==> src/rtl/ctrl_fifo_pkg.sv <==
// Shared types for the 80-bit command FIFO: writer FSM states and the packed
// command entry layout also used by the FIFO reader.
package ctrl_fifo_pkg;

    localparam int ADDR_LSB = 0;
    localparam int ADDR_W   = 32;
    localparam int WAIT_LSB = 32;
    localparam int WAIT_W   = 32;
    localparam int CTRL_LSB = 64;
    localparam int CTRL_W   = 8;
    localparam int QSEL_LSB = 72;
    localparam int QSEL_W   = 8;
    localparam int CMD_W    = 80;

    typedef enum logic [2:0] {
        ST_ADDR,
        ST_WAIT,
        ST_CTRL,
        ST_WRITE,
        ST_DRAIN
    } state_e;

    // wait is a keyword, so the delay field is wait_cyc
    typedef struct packed {
        logic [QSEL_W-1:0] qsel;
        logic [CTRL_W-1:0] ctrl;
        logic [WAIT_W-1:0] wait_cyc;
        logic [ADDR_W-1:0] addr;
    } cmd_t;

endpackage

==> src/rtl/ctrl_fifo_wr.sv <==
// Command FIFO writer: packs 3-beat AXI-Stream packets into one 80-bit entry.
// Optional WAIT_CLAMP_EN raises latched wait values below MIN_WAIT to MIN_WAIT.
//
// state    | meaning
// ---------+-----------------------------------------------------------
// ST_ADDR  | waiting for beat 1 (addr); tlast here is a framing error
// ST_WAIT  | waiting for beat 2 (wait); tlast here is a framing error
// ST_CTRL  | waiting for beat 3 (ctrl/qsel); must carry tlast
// ST_WRITE | entry complete, writing to FIFO as soon as it is not full
// ST_DRAIN | bad packet, discarding beats up to and including tlast
module ctrl_fifo_wr
    import ctrl_fifo_pkg::*;
#(
    parameter int MIN_WAIT = 3,
    parameter int BC       = 32
) (
    input  logic          clk,
    input  logic          rstn,
    input  logic          en,
    input  logic          clr,
    input  logic [31:0]   s_axis_tdata,
    input  logic          s_axis_tvalid,
    input  logic          s_axis_tlast,
    output logic          s_axis_tready,
    output logic          fifo_wr_en,
    input  logic          fifo_full,
    output logic [79:0]   fifo_din,
    output logic          err_o,
    output logic [BC-1:0] cmd_cnt
);

    state_e          state_q, state_d;
    cmd_t            cmd_q, cmd_d;
    logic            err_q, err_d;
    logic [BC-1:0]   cnt_q, cnt_d;
    logic            beat;
    logic            frame_err;
    logic            wr;
    logic [31:0]     wait_in;

    if (MIN_WAIT < 0 || BC < 1) begin : g_param_chk
        $error("ctrl_fifo_wr: MIN_WAIT must be >= 0 and BC >= 1");
    end

`ifdef WAIT_CLAMP_EN
    localparam logic [31:0] MIN_WAIT_W = 32'(MIN_WAIT);
    assign wait_in = (s_axis_tdata < MIN_WAIT_W) ? MIN_WAIT_W : s_axis_tdata;
`else
    assign wait_in = s_axis_tdata;
`endif

    // Handshake outputs are forced low while reset is asserted so a pending
    // entry is never written during reset.
    always_comb begin
        s_axis_tready = 1'b0;
        if (rstn && en) begin
            s_axis_tready = (state_q inside {ST_ADDR, ST_WAIT, ST_CTRL, ST_DRAIN});
        end
    end

    assign wr         = rstn & (state_q == ST_WRITE) & ~fifo_full;
    assign fifo_wr_en = wr;
    assign beat       = s_axis_tvalid & s_axis_tready;

    always_comb begin
        state_d   = state_q;
        cmd_d     = cmd_q;
        frame_err = 1'b0;
        case (state_q)
            ST_ADDR: begin
                if (beat) begin
                    if (s_axis_tlast) begin
                        frame_err = 1'b1;
                    end else begin
                        cmd_d.addr = s_axis_tdata;
                        state_d    = ST_WAIT;
                    end
                end
            end
            ST_WAIT: begin
                if (beat) begin
                    if (s_axis_tlast) begin
                        frame_err = 1'b1;
                        state_d   = ST_ADDR;
                    end else begin
                        cmd_d.wait_cyc = wait_in;
                        state_d        = ST_CTRL;
                    end
                end
            end
            ST_CTRL: begin
                if (beat) begin
                    if (s_axis_tlast) begin
                        cmd_d.ctrl = s_axis_tdata[7:0];
                        cmd_d.qsel = s_axis_tdata[15:8];
                        state_d    = ST_WRITE;
                    end else begin
                        frame_err = 1'b1;
                        state_d   = ST_DRAIN;
                    end
                end
            end
            ST_DRAIN: begin
                if (beat && s_axis_tlast) begin
                    state_d = ST_ADDR;
                end
            end
            ST_WRITE: begin
                if (wr) begin
                    state_d = ST_ADDR;
                end
            end
            default: state_d = ST_ADDR;
        endcase
    end

    // A same-cycle event beats clr: error sets, a write counts as 1.
    always_comb begin
        err_d = (err_q & ~clr) | frame_err;
        cnt_d = (clr ? {BC{1'b0}} : cnt_q) + {{(BC-1){1'b0}}, wr};
    end

    always_ff @(posedge clk) begin
        if (!rstn) begin
            state_q <= ST_ADDR;
            cmd_q   <= '0;
            err_q   <= 1'b0;
            cnt_q   <= '0;
        end else begin
            state_q <= state_d;
            cmd_q   <= cmd_d;
            err_q   <= err_d;
            cnt_q   <= cnt_d;
        end
    end

    assign fifo_din[ADDR_LSB +: ADDR_W] = cmd_q.addr;
    assign fifo_din[WAIT_LSB +: WAIT_W] = cmd_q.wait_cyc;
    assign fifo_din[CTRL_LSB +: CTRL_W] = cmd_q.ctrl;
    assign fifo_din[QSEL_LSB +: QSEL_W] = cmd_q.qsel;
    assign err_o   = err_q;
    assign cmd_cnt = cnt_q;

endmodule

==> config.mk <==
export PLATFORM = sky130hd
export DESIGN_NAME = ctrl_fifo_wr
export DESIGN_NICKNAME = d
export VERILOG_FILES = /design/src/rtl/ctrl_fifo_pkg.sv /design/src/rtl/ctrl_fifo_wr.sv
export SDC_FILE = /design/constraint.sdc
export NUM_CORES = 1
export LEC_CHECK = 0
export ABC_AREA = 1
export CORE_MARGIN = 10
export CORE_UTILIZATION = 43
export CTS_CLUSTER_DIAMETER = 80
export CTS_CLUSTER_SIZE = 14
export DETAILED_ROUTE_END_ITERATION = 6
export GPL_ROUTABILITY_DRIVEN = 0
export GPL_TIMING_DRIVEN = 0
export PLACE_DENSITY_LB_ADDON = 0.25
export SYNTH_ARGS = -nofsm -noshare
export SYNTH_HDL_FRONTEND = slang
export SYNTH_SLANG_ARGS = --single-unit
==> constraint.sdc <==
create_clock -name clk -period 2.36 [get_ports clk]
set_clock_uncertainty 0.1 [all_clocks]
set_input_delay 0.59 -clock clk [delete_from_list [all_inputs] [get_ports clk]]
set_output_delay 0.59 -clock clk [all_outputs]
set_load 0.005 [all_outputs]
# Word-level counts from Yosys, hierarchy flattened
# Cells that the tools add are included.
# totals
out_inout_bits,115
input_bits,39
ram_bits,0
mem_count,0
romBits,0
register_bits,116
latch_bits,0
# classes
n_mux,16
eq_ne,10
n_shift,0
add_sub_neg,1
bitwise,8
n_div,0
order_cmp,0
n_reduce_logical,9
mul,0
# op_table
operator,n
$add A32 B1 Y32,1
$mux W32,1
$mux W3,7
$pmux W3 S5,1
$ne A2 B2 Y1 const B,5
$reduce_and A3 Y1,3
$eq A3 B2 Y1 const B,2
$reduce_and A6 Y1,1
$mux W1,5
$and A1 B1 Y1,4
$reduce_bool A4 Y1,1
$eq A3 B1 Y1 const B,1
$eq A3 B3 Y1 const B,1
$logic_not A3 Y1,1
$not A1 Y1,3
$logic_and A1 B1 Y1,2
$mux W2,1
$ne A2 B1 Y1 const B,1
$pmux W1 S2,1
$reduce_or A2 Y1,1
$or A1 B1 Y1,1

# Logic depth before layout (Yosys ltp)
# depth
ltp_word,7
mapped_depth,13
ltp_nobuf,13

# Worst setup path before layout
# OpenSTA, ideal clock, no wires.
# synth_path
path_type,input to register
startpoint,in rstn
endpoint,"reg cnt_q[19], in the netlist cmd_cnt[19]"
n_path_buf,1
arrival_time_ps,2205
slack_ps,-58
cell_stages,13
t_required_ps,2147
cell_sequence,inv_1 -> clkbuf_1 -> nor3_1 -> ha_1 -> nand2_1 -> nor2_2 -> nand3_2 -> nor2_2 -> nand2_1 -> nor2_1 -> nand2_1 -> nand2_1 -> nor2_1
# synth_via
elab_chain_len,3
# synth_lines
item,line,text
start: declaration,ctrl_fifo_wr.sv:18,"input logic rstn,"
$and A1 B1 Y1 (2 in series),ctrl_fifo_wr.sv:61,assign wr = rstn & (state_q == ST_WRITE) & ~fifo_full;
via fifo_wr_en,ctrl_fifo_wr.sv:25,"output logic fifo_wr_en,"
$add A32 B1 Y32,ctrl_fifo_wr.sv:120,"cnt_d = (clr ? {BC{1'b0}} : cnt_q) + {{(BC-1){1'b0}}, wr};"
end signal: assignment,ctrl_fifo_wr.sv:133,cnt_q <= cnt_d;
end: declaration,ctrl_fifo_wr.sv:35,"logic [BC-1:0] cnt_q, cnt_d;"
# The timed path passes the listed nets, and every way through them passes these cells.
# A chain may end at the register's enable or synchronous reset.

# Final worst setup path
# layout_path
startpoint,in en
endpoint,out s_axis_tready
# layout_via
elab_chain_len,2
# layout_lines
item,line,text
start: declaration,ctrl_fifo_wr.sv:19,"input logic en,"
$logic_and A1 B1 Y1,ctrl_fifo_wr.sv:56,if (rstn && en) begin
$mux W1,ctrl_fifo_wr.sv:56,
end: declaration,ctrl_fifo_wr.sv:24,"output logic s_axis_tready,"
# Every way passes these cells.

==> metrics <==
status complete, no violations; Storage cell area 0.002326 sq mm; Syn Nets 772; GRT Util Overall 0.2066; pwr/cell area 640.4 mW/mm^2; CP cell instances clkdlybuf4s50_1 > nand2_1 > inv_2 > nand2_4 > inv_1 > dlygate4sd2_1; Root Buffer clkbuf_16; via count 5,469; Initial Utilization 0.4465; final setup fails 0; flop2flop setup slack 140 ps; max-cap violations 0; ranking of synthesized cells by area dfxtp_1, nor2_1, nand2_1, o21ai_0, a21oi_1; fmax 436.4 MHz; worst reg2reg startpoint state_q[1]; PortBufs 153; initial antenna violation count 0; share of the yosys chip area belonging to registers 0.4497; crit-path max FO 3; nets@finish 951; Die ar. 0.01679 sq mm; post-detailed-route count of antenna-violating nets 0; maximum VDD drop 486.2 uV; drt via density 5.145; worst hold slack 358.8 ps; Post-synth EDFFs 0; area delta synth->final 47.10%; Synth async-reset ratio 0; Worst-path clk slew 50 ps; R2R depth 11; clk sinks 116; Worst-Skew Late Latency 420 ps; setup_tns 0 ps; fin util 0.6568; Hold Path Origin fifo_din[5]; slowest CP cell clkdlybuf4s50_1; Hold-fix buffers, CTS 0; post-route clock period utilization 0.9709; global-route wire length before repair 27,170 microns; FP Rows 39; CP top delay family buffers and inverters; Remaining DRCs 0; Finished Layout Cells 1,063; TritonCTS clock tree yes; Hold Path Cell Cnt 2; Primary FF master, synth dfxtp_1; Overflow after GRT 0; R2R Path End cmd_cnt[16]; CP required 1670 ps; P_leak 2.887 nW; CP max stage delay 460 ps; largest net degree at the start of global routing 17; synthesized flop and latch total 116; Initial DRT Pass Iterations 5; Worst Hold End fifo_din[5]; Detail Placement HPWL 12,750 microns; DRT Wirelength 17,430 microns; initial drt markers 399; Setup crit start kind input pin; Avg Cell Area, Syn 7.083 sq um; WS Path Type input pin to output port; I/O pins 154; slew margin rel. 0.5781; # fillers 1,021; CTS Buf Count 17; Synthesis Warnings 0; crit path DAT 1600 ps; DIE WIDTH 129.6 microns; Gate Count Post-Synth 729; Worst-Margin Slew 629.4 ps; maximum buffer depth of the clock tree 2; vias in the first global route 5,418; H-tree lvl count 4; fin crit period 2291 ps; DR WL/cell 16.40 microns; Multi-input gate area 0.002455 sq mm; Pins Over Slew Limit 0; share of the synthesized area in the top cell type 0.4497; Mapped Area 0.005164 sq mm; min-delay worst type flop to flop; Critical path buffers and inverters 4; cell taking the most area after synthesis dfxtp_1; Post-Place Cells 1,025; total power 4.865 mW; Final Hold Fails 0; die outline height 129.6 microns; Crit. End Element output port; Core Box Area 0.01156 sq mm; ANT cells 0; share of cells above drive strength 1 0.1011; synth unique cells 31
[how the worst max path moves through the flow]
stage | startpoint | to | slack [ps] | depth (start not counted)
floorplan | rstn | cmd_cnt[19] | 20 | 13
global placement | rstn | cmd_cnt[19] | -1450 | 14
detailed placement | rstn | cmd_cnt[17] | -1500 | 14
CTS | fifo_full | fifo_wr_en | -240 | 3
global route | clr | cmd_cnt[8] | -10 | 13
finish | en | s_axis_tready | 70 | 6
[area by class of cell]
| type | instances | share of cell area |
|---|---|---|
| Multi-Input combinational cell | 512 | 0.3232 |
| Sequential cell | 116 | 0.3062 |
| Timing Repair Buffer | 161 | 0.2095 |
| Clock buffer | 28 | 0.06935 |
| Inverter | 66 | 0.03311 |
| Buffer | 34 | 0.02652 |
| Tap cell | 143 | 0.02355 |
| Clock inverter | 3 | 0.008565 |
[metal layers]
metal | GRT usage | share of wire | vias to the layer above
li1 | - | - | 2722
met1 | 0.2161 | 0.38 | 2501
met2 | 0.3361 | 0.47 | 207
met3 | 0.1056 | 0.12 | 39
met4 | 0.1058 | 0.036 | 0
met5 | 0 | 0 | -
[through the flow]
stage,setup WS (ps),cell area [sq um]
after CTS,-237.1,7550
after global routing,-10.43,7596
final,68.58,7596
after global placement,-1446,6879
after floorplan,15.00,5169
after detailed placement,-1495,6879
[worst min-delay path, cell delays in order, from the launching register on]
cell and delay [ps]:
dfxtp_1 300, nand2_1 60, a21oi_1 50
[cell families (layout without fill, tap and decap cells)]
group | after synthesis | count (layout) | share of synthesized area
flip-flops | 116 | 116 | 0.4497
AO/OA/AOI/OAI | 128 | 128 | 0.1248
adder cells (fa/ha/maj) | 4 | 4 | 0.009693
AND/OR/NAND/NOR | 379 | 379 | 0.3264
buffers and inverters | 101 | 292 | 0.08771
XOR/XNOR | 1 | 1 | 0.001696
[timing repair]
item,CTS,global route
resized for setup,18,13
buffers inserted,6,2
pin swaps,3,4
endpoints found under the setup margin,34,17
[power by group]
| group | internal, mW | switching, mW |
|---|---|---|
| clock | 1.71 | 0.865 |
| sequential | 1.98 | 0.0111 |
| combinational | 0.129 | 0.166 |
| total | 3.82 | 1.04 |
[cell usage after synthesis (all sizes together) (5+ instances only)]
master,count
buf,17
inv,65
a21oi,62
nor2,174
nor3,6
clkbuf,18
nand3,29
nand3b,5
nand2,126
o21ai,65
nand4,35
dfxtp,116
[flip-flops by register name, summed over array words and instances (netlist names)]
signal    count
cmd_cnt      32
err_o         1
fifo_din     80
state_q       3
[cells in the final DEF (no fill, tap or decap), drive strengths merged]
master	count
bufinv	2
dlymetal6s2s	2
clkinv	2
inv	64
clkbuf	46
nor3b	1
ha	4
o221ai	1
dfxtp	116
or2	1
clkinvlp	1
nand3b	5
nand4	35
nor3	6
and3	1
buf	25
and2	1
a21oi	62
nand2	126
dlygate4sd2	2
nand3	29
o21ai	65
clkdlybuf4s50	148
xor2	1
nor2	174
Power figures use the tool's default switching activity.
